File: config.mk
export PLATFORM = sky130hd
export DESIGN_NAME = floor_request_scheduler
export DESIGN_NICKNAME = d
export VERILOG_FILES = /design/src/rtl/elevator_pkg.sv /design/src/rtl/floor_select.sv /design/src/rtl/floor_request_scheduler.sv
export SDC_FILE = /design/constraint.sdc
export NUM_CORES = 1
export LEC_CHECK = 0
export ABC_AREA = 1
export CAP_MARGIN = 5
export CORE_UTILIZATION = 57
export CTS_CLUSTER_SIZE = 30
export DETAILED_ROUTE_END_ITERATION = 6
export DONT_BUFFER_PORTS = 1
export GPL_TIMING_DRIVEN = 0
export PLACE_DENSITY = 0.84
export REMOVE_ABC_BUFFERS = 1
export SKIP_CTS_REPAIR_TIMING = 1
export SLEW_MARGIN = 10
export SYNTH_ARGS = -nofsm -noshare
export SYNTH_HDL_FRONTEND = slang
export SYNTH_SLANG_ARGS = --single-unit
File: constraint.sdc
create_clock -name clk -period 1.7 [get_ports clk]
set_input_delay 0.255 -clock clk [delete_from_list [all_inputs] [get_ports clk]]
set_output_delay 0.255 -clock clk [all_outputs]
set_load 0.05 [all_outputs]
File: src/rtl/elevator_pkg.sv
// Shared types and helpers for the elevator request path.
package elevator_pkg;

    localparam int NUM_FLOORS_DEF = 8;
    localparam int MAX_FLOORS     = 64;

    typedef enum logic [1:0] {
        IDLE  = 2'd0,
        ISSUE = 2'd1,
        DWELL = 2'd2
    } sched_state_t;

    // Callers zero-extend narrower floor vectors to MAX_FLOORS bits.
    function automatic logic is_onehot(input logic [MAX_FLOORS-1:0] v);
        return (v != '0) && ((v & (v - 64'd1)) == '0);
    endfunction

endpackage

File: src/rtl/floor_select.sv
// Combinational SCAN picker: nearest pending floor in the sweep direction,
// reversing the sweep when nothing is left ahead.
module floor_select #(
    parameter int NUM_FLOORS = 8
) (
    input  logic [NUM_FLOORS-1:0] pending,
    input  logic [NUM_FLOORS-1:0] current_floor,
    input  logic                  sweep_up,
    output logic [NUM_FLOORS-1:0] target,
    output logic                  new_dir,
    output logic                  valid,
    output logic                  serve_here
);

    logic [NUM_FLOORS-1:0] w_above;
    logic [NUM_FLOORS-1:0] w_below;
    logic [NUM_FLOORS-1:0] w_up;
    logic [NUM_FLOORS-1:0] w_dn;
    logic [NUM_FLOORS-1:0] w_up_pick;
    logic [NUM_FLOORS-1:0] w_dn_pick;

    always_comb begin
        w_above = '0;
        w_below = '0;
        for (int i = 0; i < NUM_FLOORS; i++) begin
            for (int j = 0; j < NUM_FLOORS; j++) begin
                if (current_floor[j] && (j < i)) w_above[i] = 1'b1;
                if (current_floor[j] && (j > i)) w_below[i] = 1'b1;
            end
        end
    end

    assign w_up = pending & w_above;
    assign w_dn = pending & w_below;

    // Going up we want the closest floor above (lowest bit); going down the highest bit.
    always_comb begin
        w_up_pick = '0;
        w_dn_pick = '0;
        for (int i = NUM_FLOORS - 1; i >= 0; i--) begin
            if (w_up[i]) begin
                w_up_pick    = '0;
                w_up_pick[i] = 1'b1;
            end
        end
        for (int i = 0; i < NUM_FLOORS; i++) begin
            if (w_dn[i]) begin
                w_dn_pick    = '0;
                w_dn_pick[i] = 1'b1;
            end
        end
    end

    always_comb begin
        target  = '0;
        new_dir = sweep_up;
        if (sweep_up) begin
            if (|w_up) begin
                target  = w_up_pick;
                new_dir = 1'b1;
            end else if (|w_dn) begin
                target  = w_dn_pick;
                new_dir = 1'b0;
            end
        end else begin
            if (|w_dn) begin
                target  = w_dn_pick;
                new_dir = 1'b0;
            end else if (|w_up) begin
                target  = w_up_pick;
                new_dir = 1'b1;
            end
        end
    end

    assign valid      = |target;
    assign serve_here = |(pending & current_floor);

endmodule

File: src/rtl/floor_request_scheduler.sv
// SCAN request scheduler feeding elevator_controller: latches presses, issues
// one target at a time, dwells after each arrival. Optional watchdog: SCHED_WATCHDOG_EN.
module floor_request_scheduler
    import elevator_pkg::*;
#(
    parameter int NUM_FLOORS    = NUM_FLOORS_DEF,
    parameter int DWELL_CYCLES  = 4,
    parameter int ISSUE_TIMEOUT = 64
) (
    input  logic                  clk,
    input  logic                  reset,
    input  logic [NUM_FLOORS-1:0] button_press,
    input  logic [NUM_FLOORS-1:0] current_floor,
    input  logic                  complete,
    output logic [NUM_FLOORS-1:0] request_floor,
    output logic [NUM_FLOORS-1:0] pending,
    output logic                  sweep_up,
    output logic                  busy,
    output logic                  floor_fault,
    output logic                  over_time
);

    localparam int DW_W = $clog2(DWELL_CYCLES + 1);

    sched_state_t          r_state;
    logic [NUM_FLOORS-1:0] r_pending;
    logic [NUM_FLOORS-1:0] r_req;
    logic                  r_sweep_up;
    logic                  r_busy;
    logic [DW_W-1:0]       r_dwell;

    logic [NUM_FLOORS-1:0] w_clear;
    logic [NUM_FLOORS-1:0] w_target;
    logic                  w_new_dir;
    logic                  w_valid;
    logic                  w_serve_here;
    logic                  w_fault;

    assign w_fault = !is_onehot(64'(current_floor));

    floor_select #(
        .NUM_FLOORS(NUM_FLOORS)
    ) u_select (
        .pending      (r_pending),
        .current_floor(current_floor),
        .sweep_up     (r_sweep_up),
        .target       (w_target),
        .new_dir      (w_new_dir),
        .valid        (w_valid),
        .serve_here   (w_serve_here)
    );

    // A clear beats a same-cycle press on that floor, so the press counts as served.
    always_comb begin
        w_clear = '0;
        if (r_state == IDLE && !w_fault && w_serve_here) begin
            w_clear = current_floor;
        end else if (r_state == ISSUE && complete) begin
            w_clear = r_req;
        end
    end

    always_ff @(posedge clk or posedge reset) begin
        if (reset) begin
            r_pending <= '0;
        end else begin
            r_pending <= (r_pending | button_press) & ~w_clear;
        end
    end

    always_ff @(posedge clk or posedge reset) begin
        if (reset) begin
            r_state    <= IDLE;
            r_req      <= '0;
            r_sweep_up <= 1'b1;
            r_busy     <= 1'b0;
            r_dwell    <= '0;
        end else begin
            case (r_state)
                IDLE: begin
                    if (!w_fault) begin
                        if (w_serve_here) begin
                            r_dwell <= DW_W'(DWELL_CYCLES);
                            r_busy  <= 1'b1;
                            r_state <= DWELL;
                        end else if (w_valid) begin
                            r_req      <= w_target;
                            r_sweep_up <= w_new_dir;
                            r_busy     <= 1'b1;
                            r_state    <= ISSUE;
                        end
                    end
                end
                ISSUE: begin
                    if (complete) begin
                        r_req   <= '0;
                        r_dwell <= DW_W'(DWELL_CYCLES);
                        r_state <= DWELL;
                    end
                end
                DWELL: begin
                    if (r_dwell <= DW_W'(1)) begin
                        r_dwell <= '0;
                        r_busy  <= 1'b0;
                        r_state <= IDLE;
                    end else begin
                        r_dwell <= r_dwell - 1'b1;
                    end
                end
                default: begin
                    r_req   <= '0;
                    r_busy  <= 1'b0;
                    r_state <= IDLE;
                end
            endcase
        end
    end

`ifdef SCHED_WATCHDOG_EN
    localparam int WD_W = $clog2(ISSUE_TIMEOUT + 1);

    logic [WD_W-1:0] r_wd_cnt;
    logic            r_over_time;

    // Counter is held at zero outside ISSUE so each issue starts a fresh window.
    always_ff @(posedge clk or posedge reset) begin
        if (reset) begin
            r_wd_cnt    <= '0;
            r_over_time <= 1'b0;
        end else if (r_state == ISSUE) begin
            if (complete) begin
                r_wd_cnt    <= '0;
                r_over_time <= 1'b0;
            end else if (r_wd_cnt != WD_W'(ISSUE_TIMEOUT)) begin
                r_wd_cnt <= r_wd_cnt + 1'b1;
                if (r_wd_cnt == WD_W'(ISSUE_TIMEOUT - 1)) r_over_time <= 1'b1;
            end
        end else begin
            r_wd_cnt <= '0;
        end
    end

    assign over_time = r_over_time;
`else
    localparam int unused_issue_timeout = ISSUE_TIMEOUT;

    assign over_time = 1'b0;
`endif

    assign request_floor = r_req;
    assign pending       = r_pending;
    assign sweep_up      = r_sweep_up;
    assign busy          = r_busy;
    assign floor_fault   = w_fault;

endmodule

==> metrics.yaml, run 1 <==
drt:
  first_pass_iters: 4
  wl_per_cell_um: 15.9
  drtIter0Drc: 111
  routed_wl_um: 5170
  via_count: 1944
  drc: 0
  routed_via_density: 5.96
  antenna_left: 0
global_routing:
  grt_pass1_vias: 1515
  antenna_found_initial: 0
  grt_max_degree: 24
  track_usage_pct: 26.6
  grt-ovfl-total: 0
  grt_pass1_wl_um: 6960
setup_path:
  r2r-end: "request_floor[2]$_DFFE_PP0P_"
  r2r_cells: 16
  r2r_slack_ns: -0.48
  cp-start-kind: "register"
  crit_fanout: 8
  critical_path_class: "reg2reg"
  critPathCaptureType: "register"
  arrival_ns: 2.43
  regToRegStartpoint: "pending[2]$_DFF_PP0_"
  crit_path_end: "request_floor[2]$_DFFE_PP0P_"
  cp.required_ns: 1.95
  startpoint: "pending[2]$_DFF_PP0_"
power_and_ir_drop:
  p_int_uw: 956
  clkPwrFrac_pct: 14.3
  total_power_mw: 1.82
  seqPwrFrac_pct: 47.0
  switching_share_pct: 47.4
  p_switching_uw: 861
  comb_power_share_pct: 38.7
  power_density_nw_per_um2: 826
  ir_worst_vdd_v: 0.000850
  power_leakage_nw: 0.965
final_layout:
  mostFrequentLayoutCell: "nand2_1"
  layout-drive-gt1-share_pct: 33.0
  final_nets: 304
  antenna_cells: 0
  area_growth_pct: 18.0
  fin_util_pct: 71.4
  final_cell_mix: "nand2_1, inv_1, nand3_1"
  fin_area_um2: 2200
  layout.cells.non_filler: 326
floorplan:
  initial_utilization_pct: 60.5
  chipWidth_um: 59.2
  num_rows: 20
  die_h_um: 59.2
  core_um2: 3080
  num_io_pins: 39
  die_area_um2: 3500
placed_design:
  portBuffers: 0
  dp_hpwl_um: 3510
  placedInstanceArea_um2: 1890
  place_ws_ns: -0.848
  place_inst: 311
  gp_congestion: 0.971
timing:
  final_max_slew_viol_count: 0
  rsz0062_at_grt: "true"
  worst_hold_slack_ns: -0.0142
  fin_ws_ns: -0.477
  tightest_slew_ns: 0.848
  hold_violations: 22
  finalCritPeriodShare_pct: 128
  tns_ns: -6.93
  slew_headroom_pct: 43.4
  setup_viol_count_final: 23
  finClkSkew_ns: 0.00978
  min_period_ns: 2.18
  fmax_ghz: 0.459
yosys:
  async_reset_ff_share_pct: 100
  ys_types: 30
  yosysWarnings: 0
  netlist_area_um2: 1860
  syn_area_per_cell_um2: 6.90
  synth_edf_count: 0
  synth_seq_cells: 23
  yosys_most_used_dff: "dfrtp_1"
  seq_area_frac_synth_pct: 31.0
  syn_inst: 270
clock_network:
  clockBufferDepth: 2
  clock_sinks: 23
  htree_levels: 1
  clkTransAtPathRegs_ns: 0.13
  insertion_delay_ns: 0.31
  cts_root_buf: "clkbuf_4"
  cts_inserted_buffers: 3
  cts_tree: "built"
flow_run:
  drv_cap: 0
outcome:
  status: "finished, violations left"
  violations: "negative hold slack, negative setup slack"
worst_hold_path:
  min_path_type: "in2async"
## layout make-up
class	count	area, µm²
multi-input cells	214	1340
flip-flops and latches	23	587
repair buffers	10	75.1
fillers	229	880
inverters	31	119
well taps	44	55.1
clock buffers	4	26.3
## power groups by stage
stage	Sequential, mW	Clock [mW]	Combinational (mW)
2_1_floorplan	0.838	0	0.435
3_3_place_gp	0.851	0	0.522
3_5_place_dp	0.853	0	0.534
4_1_cts	0.842	0.260	0.536
5_1_grt	0.864	0.272	0.761
6_report	0.853	0.259	0.704
## flip-flops by register name, summed over array words and instances (netlist names)
name           count
pending            8
r_state            2
r_dwell            3
busy               1
sweep_up           1
request_floor      8
## worst max-delay path: stages, from the launching register on
cell	delay, ns
dfrtp_2	0.60
inv_2	0.11
nor2_4	0.15
nor2_4	0.06
nand3_4	0.11
inv_4	0.06
nand2_8	0.09
nand2_4	0.06
nand2_2	0.07
nand2_2	0.05
nand2_1	0.07
nand2_2	0.06
nor2_4	0.16
nand3_4	0.14
nand2_8	0.17
nand2_4	0.06
o21ai_2	0.07
## worst min path at each step
stage	to	slack, ns	cells past startpoint
after global placement	request_floor[1]$_DFFE_PP0P_	0.36	1
after detailed placement	pending[5]$_DFF_PP0_	0.36	1
final	request_floor[2]$_DFFE_PP0P_	-0.01	1
after CTS	pending[5]$_DFF_PP0_	0.02	1
after global routing	pending[7]$_DFF_PP0_	0.02	1
after floorplan	busy$_DFFE_PP0P_	0.26	1
## synthesized netlist by cell type (2+ instances only)
master | number | area (µm²)
nor2_1 | 25 | 93.8
nand4_1 | 3 | 18.8
nor3_1 | 3 | 15.0
inv_2 | 2 | 7.51
o21ai_2 | 8 | 70.1
o211ai_1 | 4 | 30.0
nor2_4 | 4 | 45.0
a21oi_1 | 4 | 20.0
nand2_2 | 12 | 75.1
o21ai_1 | 5 | 25.0
nand2_1 | 78 | 293
nand3_2 | 4 | 40.0
o21ai_0 | 10 | 50.1
inv_1 | 29 | 109
nand3_1 | 25 | 125
ha_1 | 2 | 25.0
dfrtp_1 | 22 | 551
nor2_2 | 9 | 56.3
a221oi_1 | 6 | 52.6
nor4_1 | 2 | 12.5
nand2_4 | 4 | 45.0
## metal layers
| metal | track usage [%] | routed length [µm] | up-vias |
|---|---|---|---|
| li1 | - | - | 915 |
| met1 | 39.1 | 2150 | 916 |
| met2 | 40.6 | 2520 | 103 |
| met3 | 5.02 | 445 | 10 |
| met4 | 6.12 | 65 | 0 |
| met5 | 0 | 0 | - |
## logic make-up (layout without fill, tap and decap cells)
| logic type | after synthesis | in the layout | share of synthesized area (%) |
|---|---|---|---|
| other | 1 | 1 | 0.201 |
| adders and majority gates | 2 | 2 | 1.34 |
| buffers and inverters | 34 | 45 | 7.92 |
| AOI/OAI and AO/OA | 40 | 40 | 14.9 |
| and+or+nand+nor | 170 | 171 | 44.7 |
| DFF | 23 | 23 | 31.0 |
No activity file was read; power rests on OpenSTA's default activity.
==> run 2, diff against run 1 <==
CORE_UTILIZATION = 58   (was 57)
PLACE_DENSITY = 0.85   (was 0.84)
SYNTH_HIERARCHICAL = 1   (was not set)
==> run 2 against run 1 <==
- non-clock buffer count is 7 lower
- global-route usage up 0.65 points
- via count increased by 5.8%
- sequential share of layout area shrank 1.3 points
- flip-flop and latch count unchanged
- the run still ends with negative hold slack, negative setup slack left
- power decreased by 11%
- clock skew decreased by 0.0025 ns
==> metrics.yaml, run 2 <==
outcome:
  status: "finished, violations left"
  violations: "negative hold slack, negative setup slack"
yosys:
  yosys_most_used_dff: "dfrtp_1"
  syn_inst: 318  # +18%
  synth_edf_count: 0  # unchanged
  synth.most_common_cell: "nand2_1"
  synth-compound-area-share_pct: 6.46  # -8.5 points
  async_reset_ff_share_pct: 100  # unchanged
  seq_area_frac_synth_pct: 28.4  # -2.6 points
  synth_seq_cells: 23  # unchanged
  ys_types: 34  # +13%
  synth_top_area_cell: "dfrtp_1"
  synth-simple-area-share_pct: 50.9  # +6.3 points
  yosys.area.top_type_share_pct: 27.1  # -2.5 points
  synthAdderAreaFrac_pct: 1.23  # -0.11 points
  ys_top_cells_by_count: "nand2_1, inv_1, nor2_1"
  netlist_area_um2: 2030  # +9.2%
  synth_top_family_by_area: "simple AND/OR/NAND/NOR gates"
  syn_area_per_cell_um2: 6.40  # -7.3%
  synthXorXnorAreaFrac_pct: 0.431  # +0.43 points
  yosysWarnings: 6  # +6
  synth_area_leaders: "dfrtp_1, nand2_1, inv_1"
  muxShareOfSynthArea_pct: 0  # unchanged
placed_design:
  place_ws_ns: -0.998  # -0.150 ns
  place_inst: 360  # +16%
  gp_congestion: 0.937  # -3.4%
  portBuffers: 0  # unchanged
  dp_hpwl_um: 3630  # +3.3%
drt:
  first_pass_iters: 4  # unchanged
  routed_via_density: 5.57  # -6.6%
  wl_per_cell_um: 14.2  # -11%
  drc: 0  # unchanged
  via_count: 2056  # +5.8%
  antenna_left: 0  # unchanged
  drtIter0Drc: 149  # +34%
  routed_wl_um: 5240  # +1.3%
timing:
  min_period_ns: 2.48  # +0.307 ns
  fin_ws_ns: -0.784  # -0.307 ns
  final_max_slew_viol_count: 0  # unchanged
  finClkSkew_ns: 0.00724  # -0.00254 ns
  setup_viol_count_final: 23  # unchanged
  fmax_ghz: 0.403  # -12%
  tns_ns: -9.76  # -2.84 ns
  slew_headroom_pct: 44.0  # +0.63 points
  worst_hold_slack_ns: -0.0250  # -0.0108 ns
  tightest_slew_ns: 0.838  # -0.00942 ns
  rsz0062_at_grt: "true"
  finalCritPeriodShare_pct: 146  # +18 points
  hold_violations: 22  # unchanged
floorplan:
  num_io_pins: 39  # unchanged
  num_rows: 21  # +5.0%
  die_h_um: 61.2  # +3.5%
  chipWidth_um: 61.2  # +3.5%
  die_area_um2: 3750  # +7.1%
  initial_utilization_pct: 61.0  # +0.44 points
  core_um2: 3340  # +8.4%
setup_path:
  arrival_ns: 2.70  # +0.27 ns
  cp-start-kind: "register"
  critical_path_class: "reg2reg"
  cp.required_ns: 1.91  # -0.04 ns
  critPathTopFamily: "simple AND/OR/NAND/NOR gates"
  path_cells: "o21ai_4 > nand2_2 > nor2_4 > nand2_4 > nor2_4 > nand3_4 > nand2_4 > nand2_2 > nand2_2 > nand2_2 > nand2_2 > nor2_2 > nand2_2 > inv_2 > nor2_4 > nand2_2 > nand2_4 > nand3_4 > nand2_2 > nand2_1"
  critPathCaptureType: "register"
  path_buf_inv: 1  # -1
  cp_slowest_cell: "dfrtp_4"
  crit_fanout: 8  # unchanged
  cpMostUsedCell: "nand2_2"
  critPathMaxStageDelay_ns: 0.61  # about the same
clock_network:
  insertion_delay_ns: 0.31  # about the same
  htree_levels: 1  # unchanged
  clock_sinks: 23  # unchanged
  clkTransAtPathRegs_ns: 0.12  # about the same
  cts_tree: "built"
  cts_inserted_buffers: 3  # unchanged
  cts_root_buf: "clkbuf_4"
  clockBufferDepth: 2  # unchanged
final_layout:
  antenna_cells: 0  # unchanged
  mostFrequentLayoutCell: "nand2_1"
  final_cell_mix: "nand2_1, inv_1, nor2_1"
  final_nets: 345  # +13%
  area_growth_pct: 14.0
  layout-drive-gt1-share_pct: 35.0  # +2.0 points
  layout.cells.non_filler: 369  # +13%
power_and_ir_drop:
  ir_worst_vdd_v: 0.000739  # -13%
  power_leakage_nw: 1.15  # +19%
  power_density_nw_per_um2: 698  # -15%
  total_power_mw: 1.62  # -11%
global_routing:
  grt_pass1_vias: 1689  # +11%
  grt-ovfl-total: 0  # unchanged
  track_usage_pct: 27.3  # +0.65 points
  grt_max_degree: 24  # unchanged
  grt_pass1_wl_um: 7610  # +9.3%
  antenna_found_initial: 0  # unchanged
worst_hold_path:
  min_path_type: "in2async"
flow_run:
  drv_cap: 0  # unchanged
run 2: per-stage QoR:
step           instance area (µm²)  util, %
6_report                      2320     69.5
4_1_cts                       2090     62.5
2_1_floorplan                 2000        -
3_3_place_gp                  2060     61.7
5_1_grt                       2320     69.5
3_5_place_dp                  2060     61.7
run 2: kinds of logic (layout without fill, tap and decap cells):
logic type / after synthesis / count (layout)
simple gates: 209 / 211
buf+inv: 62 / 65
compound gates: 20 / 20
other cells: 1 / 1
xor+xnor: 1 / 1
fa+ha+maj: 2 / 2
flops: 23 / 23
run 2: power by group:
| part | leakage, nW | switching (mW) | total, mW | internal, mW |
|---|---|---|---|---|
| registers | 0.263 | 0.0894 | 0.696 | 0.606 |
| logic | 0.867 | 0.461 | 0.674 | 0.213 |
| clock network | 0.0177 | 0.161 | 0.249 | 0.0881 |
| total | 1.15 | 0.712 | 1.62 | 0.907 |
run 2: path summary, 6_finish.rpt:
kind	slack (ns)	cells past startpoint	to	start
max in group asynchronous	1.10	1	pending[2]$_DFF_PP0_	reset
hold reg to reg	0.54	2	r_dwell[1]$_DFFE_PP0P_	r_dwell[1]$_DFFE_PP0P_
setup / recovery	-0.78	20	request_floor[7]$_DFFE_PP0P_	pending[2]$_DFF_PP0_
min in group clk	0.11	3	pending[4]$_DFF_PP0_	current_floor[4]
hold / removal	-0.02	1	r_state[1]$_DFFE_PP0P_	reset
setup reg to reg	-0.78	20	request_floor[7]$_DFFE_PP0P_	pending[2]$_DFF_PP0_
run 2: metal layers:
| layer | vias up | share of wire (%) | GRT usage (%) |
|---|---|---|---|
| li1 | 1006 | - | - |
| met5 | - | 0 | 0 |
| met4 | 0 | 3.8 | 8.77 |
| met1 | 934 | 42 | 38.5 |
| met3 | 23 | 6.4 | 3.99 |
| met2 | 93 | 48 | 43.2 |
run 2: final cells by class:
| cell class | count | area, µm² |
|---|---|---|
| clock buffer | 3 | 22.5 |
| clock inverter | 1 | 5.00 |
| fill | 273 | 1020 |
| inverter | 58 | 220 |
| multi-input combinational | 235 | 1400 |
| sequential | 23 | 588 |
| tap | 46 | 57.6 |
| timing repair buffer | 3 | 22.5 |
